--- config.mk ---
export PLATFORM = sky130hd
export DESIGN_NAME = simt_core_scheduler
export DESIGN_NICKNAME = d
export VERILOG_FILES = /design/src/rtl/gpu_pkg.sv /design/src/rtl/simt_stack.sv /design/src/rtl/simt_core_scheduler.sv
export SDC_FILE = /design/constraint.sdc
export NUM_CORES = 1
export LEC_CHECK = 0
export ABC_AREA = 1
export CAP_MARGIN = 25
export CORE_MARGIN = 4
export CORE_UTILIZATION = 54
export DETAILED_ROUTE_END_ITERATION = 6
export PLACE_DENSITY_LB_ADDON = 0.12
export SETUP_SLACK_MARGIN = 0.02
export SLEW_MARGIN = 20
export SYNTH_ARGS = -nofsm -noshare
export SYNTH_HDL_FRONTEND = slang
export SYNTH_SLANG_ARGS = --single-unit
--- constraint.sdc ---
create_clock -name clk -period 3 [get_ports clk]
set_input_delay 0.6 -clock clk [delete_from_list [all_inputs] [get_ports clk]]
set_output_delay 0.6 -clock clk [all_outputs]
set_load 0.1 [all_outputs]
--- src/rtl/gpu_pkg.sv ---
// Shared types for the SIMT core: sequencer states, LSU lane states,
// fetcher handshake value and the reconvergence stack entry.
package gpu_pkg;

    localparam int SIMT_THREADS = 4;
    localparam int SIMT_PC_W    = 8;

    typedef enum logic [2:0] {
        CORE_IDLE    = 3'b000,
        CORE_FETCH   = 3'b001,
        CORE_DECODE  = 3'b010,
        CORE_REQUEST = 3'b011,
        CORE_WAIT    = 3'b100,
        CORE_EXECUTE = 3'b101,
        CORE_UPDATE  = 3'b110,
        CORE_DONE    = 3'b111
    } core_state_t;

    typedef enum logic [1:0] {
        LSU_IDLE = 2'b00,
        LSU_REQ  = 2'b01,
        LSU_WAIT = 2'b10,
        LSU_DONE = 2'b11
    } lsu_state_t;

    localparam logic [2:0] FETCHED = 3'b010;

    // One deferred path: where it resumes and which lanes take it.
    typedef struct packed {
        logic [SIMT_PC_W-1:0]    pc;
        logic [SIMT_THREADS-1:0] mask;
    } simt_entry_t;

    // A lane still has a memory transaction outstanding.
    function automatic logic lsu_busy(input logic [1:0] s);
        return (lsu_state_t'(s) == LSU_REQ) || (lsu_state_t'(s) == LSU_WAIT);
    endfunction

endpackage

--- src/rtl/simt_stack.sv ---
// Reconvergence LIFO. A push into a full stack is dropped; the caller
// flags it. Reset clears only the pointer, entry storage is don't-care.
module simt_stack
    import gpu_pkg::*;
#(
    parameter int DEPTH = 4
) (
    input  logic        clk,
    input  logic        reset,
    input  logic        push,
    input  logic        pop,
    input  simt_entry_t push_entry,
    output simt_entry_t top,
    output logic        empty,
    output logic        full
);

    localparam int PTR_W = $clog2(DEPTH + 1);
    localparam int IDX_W = (DEPTH > 1) ? $clog2(DEPTH) : 1;

    simt_entry_t      mem_q [DEPTH];
    simt_entry_t      mem_d [DEPTH];
    logic [PTR_W-1:0] ptr_q;
    logic [PTR_W-1:0] ptr_d;

    assign empty = (ptr_q == '0);
    assign full  = (ptr_q == PTR_W'(DEPTH));
    assign top   = mem_q[IDX_W'(ptr_q - PTR_W'(1))];

    // Next pointer and storage; push takes priority if both are requested.
    always_comb begin
        mem_d = mem_q;
        ptr_d = ptr_q;
        if (push) begin
            if (!full) begin
                mem_d[IDX_W'(ptr_q)] = push_entry;
                ptr_d                = ptr_q + PTR_W'(1);
            end
        end else if (pop && !empty) begin
            ptr_d = ptr_q - PTR_W'(1);
        end
    end

    // Stack pointer register with synchronous clear.
    always_ff @(posedge clk) begin
        if (reset) begin
            ptr_q <= '0;
        end else begin
            ptr_q <= ptr_d;
        end
    end

    // Entry storage, no reset needed.
    always_ff @(posedge clk) begin
        mem_q <= mem_d;
    end

endmodule

--- src/rtl/simt_core_scheduler.sv ---
// Per-core sequencer: steps the core through the instruction phases,
// owns PC, active-thread mask and the SIMT reconvergence stack.
//
//   state   | meaning
//   --------+-------------------------------------------------------------
//   IDLE    | waiting for start; loads launch mask and PC 0
//   FETCH   | waiting for the fetcher to report FETCHED
//   DECODE  | decoder settles its outputs (one cycle)
//   REQUEST | LSUs issue requests (one cycle)
//   WAIT    | held while any active lane has a memory op outstanding
//   EXECUTE | ALUs / PC units compute (one cycle)
//   UPDATE  | apply PC / mask / stack rule; RET ends the block
//   DONE    | block finished; only reset leaves this state
module simt_core_scheduler
    import gpu_pkg::*;
#(
    parameter int THREADS = SIMT_THREADS,
    parameter int PC_W    = SIMT_PC_W,
    parameter int DEPTH   = 4
) (
    input  logic                    clk,
    input  logic                    reset,
    input  logic                    start,
    input  logic [$clog2(THREADS):0] thread_count,
    input  logic [2:0]              fetcher_state,
    input  logic [2*THREADS-1:0]    lsu_state,
    input  logic                    decoded_ssy,
    input  logic                    decoded_sync,
    input  logic                    decoded_ret,
    input  logic [7:0]              decoded_immediate,
    input  logic [PC_W*THREADS-1:0] next_pc,
    output logic [2:0]              core_state,
    output logic [PC_W-1:0]         current_pc,
    output logic [THREADS-1:0]      active_mask,
    output logic                    done,
    output logic                    stack_overflow
);

    localparam int TC_W = $clog2(THREADS) + 1;

    core_state_t        state_q, state_d;
    logic [PC_W-1:0]    pc_q, pc_d;
    logic [THREADS-1:0] mask_q, mask_d;
    logic               done_q, done_d;
    logic               ovf_q, ovf_d;

    logic               push, pop;
    simt_entry_t        push_entry;
    simt_entry_t        stk_top;
    logic               stk_empty, stk_full;

    logic [THREADS-1:0] launch_mask;
    logic               lsu_stall;
    logic               lead_found, rest_found;
    logic [PC_W-1:0]    lead_pc, rest_pc;
    logic [THREADS-1:0] group_mask, rest_mask;

    simt_stack #(.DEPTH(DEPTH)) u_stack (
        .clk        (clk),
        .reset      (reset),
        .push       (push),
        .pop        (pop),
        .push_entry (push_entry),
        .top        (stk_top),
        .empty      (stk_empty),
        .full       (stk_full)
    );

    // Launch mask: lanes below thread_count, never beyond the physical lanes.
    always_comb begin
        launch_mask = '0;
        for (int i = 0; i < THREADS; i++) begin
            if (TC_W'(i) < thread_count) launch_mask[i] = 1'b1;
        end
    end

    // Memory stall only counts lanes that are part of this instruction.
    always_comb begin
        lsu_stall = 1'b0;
        for (int i = 0; i < THREADS; i++) begin
            if (mask_q[i] && lsu_busy(lsu_state[2*i +: 2])) lsu_stall = 1'b1;
        end
    end

    // Branch grouping: the lowest active lane leads; lanes agreeing with it
    // keep running, the lowest disagreeing lane names the deferred path.
    always_comb begin
        lead_found = 1'b0;
        lead_pc    = '0;
        for (int i = 0; i < THREADS; i++) begin
            if (mask_q[i] && !lead_found) begin
                lead_found = 1'b1;
                lead_pc    = next_pc[i*PC_W +: PC_W];
            end
        end
        group_mask = '0;
        for (int i = 0; i < THREADS; i++) begin
            group_mask[i] = mask_q[i] && (next_pc[i*PC_W +: PC_W] == lead_pc);
        end
        rest_mask  = mask_q & ~group_mask;
        rest_found = 1'b0;
        rest_pc    = '0;
        for (int i = 0; i < THREADS; i++) begin
            if (rest_mask[i] && !rest_found) begin
                rest_found = 1'b1;
                rest_pc    = next_pc[i*PC_W +: PC_W];
            end
        end
    end

    // Next-state, PC, mask and stack control.
    always_comb begin
        state_d    = state_q;
        pc_d       = pc_q;
        mask_d     = mask_q;
        ovf_d      = ovf_q;
        push       = 1'b0;
        pop        = 1'b0;
        push_entry = '0;
        case (state_q)
            CORE_IDLE: begin
                if (start) begin
                    state_d = CORE_FETCH;
                    pc_d    = '0;
                    mask_d  = launch_mask;
                end
            end
            CORE_FETCH:   if (fetcher_state == FETCHED) state_d = CORE_DECODE;
            CORE_DECODE:  state_d = CORE_REQUEST;
            CORE_REQUEST: state_d = CORE_WAIT;
            CORE_WAIT:    if (!lsu_stall) state_d = CORE_EXECUTE;
            CORE_EXECUTE: state_d = CORE_UPDATE;
            CORE_UPDATE: begin
                state_d = decoded_ret ? CORE_DONE : CORE_FETCH;
                if (decoded_ssy) begin
                    push            = 1'b1;
                    push_entry.pc   = decoded_immediate[PC_W-1:0];
                    push_entry.mask = mask_q;
                    pc_d            = pc_q + PC_W'(1);
                end else if (decoded_sync) begin
                    if (!stk_empty) begin
                        pop    = 1'b1;
                        pc_d   = stk_top.pc;
                        mask_d = stk_top.mask;
                    end else begin
                        pc_d = pc_q + PC_W'(1);
                    end
                end else begin
                    pc_d = lead_pc;
                    if (group_mask != mask_q) begin
                        push            = 1'b1;
                        push_entry.pc   = rest_pc;
                        push_entry.mask = rest_mask;
                        mask_d          = group_mask;
                    end
                end
                // A dropped push loses a path; keep the flag until reset.
                if (push && stk_full) ovf_d = 1'b1;
            end
            CORE_DONE: state_d = CORE_DONE;
        endcase
        done_d = (state_d == CORE_DONE);
    end

    // Sequencer registers with synchronous reset.
    always_ff @(posedge clk) begin
        if (reset) begin
            state_q <= CORE_IDLE;
            pc_q    <= '0;
            mask_q  <= '0;
            done_q  <= 1'b0;
            ovf_q   <= 1'b0;
        end else begin
            state_q <= state_d;
            pc_q    <= pc_d;
            mask_q  <= mask_d;
            done_q  <= done_d;
            ovf_q   <= ovf_d;
        end
    end

    assign core_state     = state_q;
    assign current_pc     = pc_q;
    assign active_mask    = mask_q;
    assign done           = done_q;
    assign stack_overflow = ovf_q;

endmodule

==> summary.md, run 1 <==
Global route
- **GRT Overall Usage** 26.7%
- **pin count of the biggest net entering global routing** 29
- **number of global-route vias before repair** 4,256
- **global-route wire length before repair** 21,200 um
- **sum of overflow across all layers after global routing** 0
- **number of antenna violations at the first check in global routing** 0

Clock network
- **CTS sink cnt** 68
- **clock latency reported for the late side of the worst-skew pair** 350 ps
- **clock input transition at the sequential cells of the worst setup and hold paths** 80 ps
- **clock root buffer master** sky130_fd_sc_hd__clkbuf_8
- **CTS tree** done
- **number of buffers on the longest clock path** 2
- **total clock buffers created by CTS** 9
- **H-tree depth** 3

Detailed routing
- **Routed wire per std cell** 17.1 um
- **post-detailed-route via-to-cell ratio** 5.71
- **total via count after detailed routing** 4,476
- **detailed-route wire length** 13,400 um
- **first-pass iteration count of the detailed router** 5
- **# DRC** 0
- **post-route antenna net violation count** 0
- **DR iter-0 viols** 370

Placement
- **global placement routability congestion** 0.942
- **port buffer count** 76
- **detailed placer's ending HPWL** 10,200 um
- **worst setup slack after placement** -110 ps

Synth
- **syn_nets** 648
- **number of warnings reported in the yosys synthesis log** 0
- **area fraction of the dominant cell type after synthesis** 30.8%
- **sequential-to-total area share from yosys stat** 39.3%
- **Synth area leader** sky130_fd_sc_hd__edfxtp_1
- **largest cells by area after synthesis** sky130_fd_sc_hd__edfxtp_1, sky130_fd_sc_hd__nand2_1, sky130_fd_sc_hd__dfxtp_1, sky130_fd_sc_hd__nand3_2, sky130_fd_sc_hd__nor2_1
- **Yosys reg bits** 68
- **count of mapped cells out of synthesis** 582
- **distinct cell type count after synthesis** 48
- **area of the mapped netlist** 0.00468 mm^2
- **Post-Synthesis Mean Instance Area** 8.05 um^2

Timing
- **Max transition margin** 63.8%
- **final slew viol count** 0
- **Worst Tran Pin Value** 542 ps
- **Setup WS post-layout** 234 ps
- **minimum clock period** 2770 ps
- **endpoints failing hold** 0
- **FMAX** 0.362 GHz
- **number of failing setup endpoints in the final timing report** 0
- **Post-Route Skew** 13.6 ps
- **unrepaired setup endpoints after global routing** false
- **final cycle utilization of the critical path** 92.2%

Worst setup path
- **Slowest cell on crit path** sky130_fd_sc_hd__clkdlybuf4s50_1
- **Crit path arrival time** 2890 ps
- **classification of the worst setup path** in2reg
- **endpoint required time on the critical path** 3130 ps
- **cell family with the largest share of critical-path delay** simple AND/OR/NAND/NOR gates
- **register-to-register setup slack** 240 ps
- **category of the worst setup path launch point** input port
- **CP endpoint kind** flip-flop
- **worst path buffer plus inverter count** 2
- **worst-path maximum fanout** 16
- **worst-path cell chain** clkdlybuf4s50_1 > inv_1 > nand3_2 > nand2_2 > nand3_2 > nand2_2 > nand2_1 > nand2_1 > nand2_1 > nor2_2 > nand2_2 > nand2_4 > nand4_4 > o211ai_1 > o21ai_1 > o21ai_1
- **largest incremental delay on the critical path** 430 ps

Power
- **Max IR drop VDD** 0.305 mV
- **internal power** 1.81 mW
- **LEAKAGE** 2.42 nW
- **proportion of total power due to net switching** 36.1%
- **clock network fraction of total power** 29.8%
- **share of total power in combinational logic** 33.2%
- **sequential group share of total power** 37.0%
- **Pwr Density** 484 mW/mm^2
- **switching pwr** 1.02 mW
- **Tot Pwr** 2.83 mW

Flow run
- **number of violations of the max-capacitance limit** 0

Floorplanning
- **number of I/O pins** 77
- **effective utilization at floorplan** 56.2%
- **full die area** 0.0102 mm^2
- **area of the core** 0.00834 mm^2
- **row count** 33
- **Die X-Extent** 101 um
- **die span in y** 101 um

Finish
- **layout-stage area growth over the synthesis result** 24.8%
- **fill cell count** 675
- **multi-input gate area in the final layout** 0.00248 mm^2
- **fraction of final layout cells sized beyond drive strength 1** 20.6%
- **net total in the final layout** 740
- **Reg area** 0.00185 mm^2
- **Inserted Diodes** 0

Run status
- **result of the run** complete, no violations

Hold path
- **Hold WC Path Type** reg2reg

## routing by layer
metal	global-route usage, %	vias to the layer above	share of wire [%]
met5	0	-	0
met4	9.10	0	2.6
met3	5.17	28	6.6
met2	44.2	171	50
met1	35.0	2105	41
li1	-	2172	-
## path summary, 6_finish.rpt
kind                  startpoint                end  depth (start not counted)
setup / recovery     next_pc[10]  u_stack.mem_q[34]                         16
hold / removal    stack_overflow     stack_overflow                          2
setup reg to reg  active_mask[0]  u_stack.mem_q[34]                         15
hold reg to reg   stack_overflow     stack_overflow                          2
## layout by cell type, fill, tap and decap left out, drive strengths merged, types with 4 or more instances in the layout
cell type / count
nand2: 175
nor2: 69
nand3: 60
clkdlybuf4s50: 59
inv: 56
edfxtp: 48
buf: 43
o21ai: 27
a21oi: 24
dfxtp: 20
nand4: 14
o221ai: 9
clkbuf: 9
xor2: 7
o22ai: 7
ha: 6
o211ai: 5
a31oi: 5
nor3: 4
a221o: 4
## metrics by stage
step | instance area, um^2 | util (%) | std cells | setup TNS, ps | hold WS, ps
final | 5850 | 70.1 | 784 | 0 | 479
after global routing | 5850 | 70.1 | 784 | 0 | 519
after CTS | 5840 | 70.1 | 784 | 0 | 492
after detailed placement | 5620 | 67.4 | 768 | -515 | 473
after global placement | 5620 | 67.4 | 768 | 0 | 455
after floorplan | 4690 | - | 582 | -3220 | 580
## Yosys cell counts (all sizes together)
cell and count:
a21boi 2, a21oi 24, a221o 4, a221oi 3, a22oi 1, a31oi 5, a32o 1, and3b 1
buf 10, clkbuf 11, clkinv 2, dfxtp 20, edfxtp 48, ha 6, inv 55, nand2 175
nand3 60, nand3b 2, nand4 14, nor2 69, nor3 4, o2111ai 2, o211ai 5, o21ai 27
o21bai 1, o221ai 9, o22ai 7, o31ai 2, o32ai 1, or3b 2, xnor2 2, xor2 7
## flip-flops by register name (all words and copies together), names as in the netlist
signal / flops
active_mask: 4
u_stack.mem_q: 48
u_stack.ptr_q: 3
done: 1
current_pc: 8
core_state: 3
stack_overflow: 1
## power by group through the flow
stage	combinational, mW	clock, mW	sequential, mW
6_report	0.940	0.843	1.05
2_1_floorplan	0.593	0	1.14
3_5_place_dp	0.934	0	1.07
5_1_grt	1.02	0.896	1.05
3_3_place_gp	0.926	0	1.07
4_1_cts	0.936	0.848	1.05
## cell type report
| class | instances | share of cell area (%) |
|---|---|---|
| Multi-Input combinational cell | 436 | 42.4 |
| Inverter | 57 | 3.79 |
| Clock inverter | 7 | 1.71 |
| Sequential cell | 68 | 31.6 |
| Clock buffer | 9 | 2.12 |
| Timing Repair Buffer | 102 | 16.1 |
| Tap cell | 105 | 2.25 |
## timing repair
item                                    CTS  global route
endpoints found under the setup margin    0             4
hold buffers                              0             0
setup buffers                             0             0
gates resized for setup                   0             1
## cell families (layout without fill, tap and decap cells)
logic type / Yosys count / after routing / synth area share [%]
simple gates: 327 / 327 / 36.7
compound gates: 94 / 94 / 13.0
buf+inv: 78 / 175 / 7.72
flops: 68 / 68 / 39.3
xor+xnor: 9 / 9 / 1.68
fa+ha+maj: 6 / 6 / 1.60
## worst min-delay path, cell delays in order (launching register included)
cell and delay, ps:
sky130_fd_sc_hd__dfxtp_1 340, sky130_fd_sc_hd__a31oi_1 50, sky130_fd_sc_hd__nor2_1 70
No activity file was read; power rests on OpenSTA's default activity.
==> run 2, diff against run 1 <==
--- a/config.mk
+++ b/config.mk
@@ -10,6 +10,7 @@
 export CORE_MARGIN = 4
 export CORE_UTILIZATION = 54
 export DETAILED_ROUTE_END_ITERATION = 6
+export GPL_ROUTABILITY_DRIVEN = 0
 export PLACE_DENSITY_LB_ADDON = 0.12
 export SETUP_SLACK_MARGIN = 0.02
 export SLEW_MARGIN = 20
==> run 2 against run 1 <==
Net effect:
- via count shrank 0.34%
- first-iteration DRC count shrank 16%
- fmax shrank 1.5%
- non-clock buffer count is the same
==> summary.md, run 2 (synthesis results as in run 1) <==
Timing
- **minimum clock period** 2810 ps, +41.5 ps
- **number of failing setup endpoints in the final timing report** 0, unchanged
- **Worst Tran Pin Value** 575 ps, +33.4 ps
- **final cycle utilization of the critical path** 93.6%, +1.4 points
- **Setup WS post-layout** 193 ps, -41.5 ps
- **final slew viol count** 0, unchanged
- **FMAX** 0.356 GHz, -1.5%
- **Final Hold Slack** 488 ps, +8.78 ps
- **endpoints failing hold** 0, unchanged
- **unrepaired setup endpoints after global routing** false
- **Max transition margin** 61.4%, -2.4 points
- **Post-Route Skew** 12.4 ps, -1.26 ps

Detailed routing
- **# DRC** 0, unchanged
- **total via count after detailed routing** 4,461, -0.34%
- **post-route antenna net violation count** 0, unchanged
- **Routed wire per std cell** 16.9 um, -0.99%
- **first-pass iteration count of the detailed router** 4, -1
- **post-detailed-route via-to-cell ratio** 5.69, -0.34%
- **detailed-route wire length** 13,300 um, -0.99%
- **DR iter-0 viols** 310, -16%

Power
- **LEAKAGE** 2.41 nW, -0.65%
- **internal power** 1.72 mW, -4.9%
- **share of total power in combinational logic** 33.8%, +0.6 points
- **sequential group share of total power** 37.5%, +0.5 points
- **proportion of total power due to net switching** 37.7%, +1.6 points
- **clock network fraction of total power** 28.7%, -1.1 points
- **Max IR drop VDD** 0.339 mV, +11%
- **switching pwr** 1.04 mW, +1.9%
- **Pwr Density** 476 mW/mm^2, -1.7%

Worst setup path
- **worst-path maximum fanout** 10, -6
- **largest incremental delay on the critical path** 440 ps, about the same
- **category of the worst setup path launch point** input port
- **endpoint required time on the critical path** 3140 ps, about the same
- **Slowest cell on crit path** sky130_fd_sc_hd__clkdlybuf4s50_1
- **classification of the worst setup path** in2reg
- **Crit path arrival time** 2950 ps, +60 ps
- **worst-path cell chain** clkdlybuf4s50_1 > inv_1 > nand3_2 > nand2_2 > nand3_2 > nand2_2 > nand2_1 > nand2_1 > nand2_1 > nor2_2 > nand2_2 > nand2_4 > buf_4 > nand3_4 > o21ai_1 > nor2_1 > o21ai_1
- **CP endpoint kind** flip-flop

Finish
- **number of flip-flops under the largest register name** 48, unchanged
- **layout-stage area growth over the synthesis result** 23.8%
- **highest-count cells in the layout ignoring fill and taps** sky130_fd_sc_hd__nand2_1, sky130_fd_sc_hd__nor2_1, sky130_fd_sc_hd__clkdlybuf4s50_1, sky130_fd_sc_hd__inv_1, sky130_fd_sc_hd__edfxtp_1
- **multi-input gate area in the final layout** 0.00248 mm^2, unchanged
- **Inserted Diodes** 0, unchanged
- **Largest Register** u_stack.mem_q
- **fraction of final layout cells sized beyond drive strength 1** 20.6%, unchanged
- **fill cell count** 679, +0.59%
- **most frequent standard cell in the layout excluding fill and tap cells** sky130_fd_sc_hd__nand2_1
- **Reg area** 0.00185 mm^2, -0.14%
- **net total in the final layout** 740, unchanged
- **final core occ** 69.5%, -0.57 points
- **number of cells in the finished layout apart from fillers** 784, unchanged

Floorplanning
- **number of I/O pins** 77, unchanged
- **effective utilization at floorplan** 56.2%, unchanged
- **full die area** 0.0102 mm^2, unchanged
- **row count** 33, unchanged
- **Die X-Extent** 101 um, unchanged
- **area of the core** 0.00834 mm^2, unchanged
- **die span in y** 101 um, unchanged

Placement
- **number of instances in the placed design** 768, unchanged
- **port buffer count** 76, unchanged
- **detailed placer's ending HPWL** 10,100 um, -1.5%
- **worst setup slack after placement** -88.1 ps, +22.2 ps

Clock network
- **total clock buffers created by CTS** 9, unchanged
- **CTS tree** done
- **clock input transition at the sequential cells of the worst setup and hold paths** 80 ps, about the same
- **number of buffers on the longest clock path** 2, unchanged
- **H-tree depth** 3, unchanged
- **CTS sink cnt** 68, unchanged
- **number of buffers inserted to repair setup after CTS** 0, unchanged
- **total of cells resized after clock tree synthesis** 0, unchanged
- **clock root buffer master** sky130_fd_sc_hd__clkbuf_8
- **clock latency reported for the late side of the worst-skew pair** 360 ps, about the same
- **hold bufs inserted after CTS** 0, unchanged

Global route
- **global-route wire length before repair** 20,900 um, -1.3%
- **GRT Overall Usage** 26.1%, -0.55 points
- **number of global-route vias before repair** 4,263, +0.16%
- **sum of overflow across all layers after global routing** 0, unchanged
- **number of antenna violations at the first check in global routing** 0, unchanged
- **pin count of the biggest net entering global routing** 29, unchanged

Run status
- **result of the run** complete, no violations

Flow run
- **number of violations of the max-capacitance limit** 0, unchanged

Hold path
- **Hold WC Path Type** reg2reg

run 2: cell count changes in the layout (fill, tap and decap cells not counted):
| cell | change |
|---|---|
| sky130_fd_sc_hd__clkinv_4 | -1 |
| sky130_fd_sc_hd__inv_6 | +3 |
| sky130_fd_sc_hd__dfxtp_2 | +1 |
| sky130_fd_sc_hd__bufinv_16 | -1 |
| sky130_fd_sc_hd__buf_4 | +2 |
| sky130_fd_sc_hd__buf_12 | -2 |
| sky130_fd_sc_hd__clkinvlp_4 | -1 |
| sky130_fd_sc_hd__dfxtp_4 | -1 |
run 2: layout make-up:
class                           count  share of cell area [%]
Inverter                           57                    3.82
Timing Repair Buffer              102                    15.8
Clock buffer                        9                    2.14
Multi-Input combinational cell    436                    42.8
Sequential cell                    68                    31.9
Clock inverter                      7                    1.38
Tap cell                          105                    2.27
run 2: power by group through the flow:
stage               sequential [mW]  clock [mW]  combinational (mW)
floorplan                      1.14           0               0.593
global placement               1.06           0               0.906
detailed placement             1.06           0               0.923
CTS                            1.04       0.790               0.925
global route                   1.04       0.844                1.01
finish                         1.04       0.792               0.933
run 2: path summary, 6_finish.rpt:
kind / endpoint / depth (start not counted) / startpoint / slack, ps
worst max-delay path: u_stack.mem_q[33] / 17 / next_pc[9] / 190
worst max register to register: u_stack.mem_q[33] / 15 / active_mask[0] / 210
worst min register to register: stack_overflow / 2 / stack_overflow / 490
worst min-delay path: stack_overflow / 2 / stack_overflow / 490
run 2: per-stage QoR:
stage          instance area [um^2]  setup TNS [ps]  total power [mW]
6_report                       5800               0              2.76
2_1_floorplan                  4690           -3220              1.74
4_1_cts                        5800               0              2.75
3_5_place_dp                   5590            -827              1.98
3_3_place_gp                   5590            -239              1.96
5_1_grt                        5800               0              2.89
run 2: routing by layer:
layer,vias up,track usage [%],part of all wire [%]
met4,0,8.18,1.9
met2,202,44.1,49
met5,-,0,0
met1,2064,34.5,42
li1,2174,-,-
met3,21,4.06,7.2
run 2: worst max-delay path: cells and delay by family:
family,cells,cell delay [ps]
AND/OR/NAND/NOR,12,1140
buffers and inverters,3,750
AO/OA/AOI/OAI,2,450
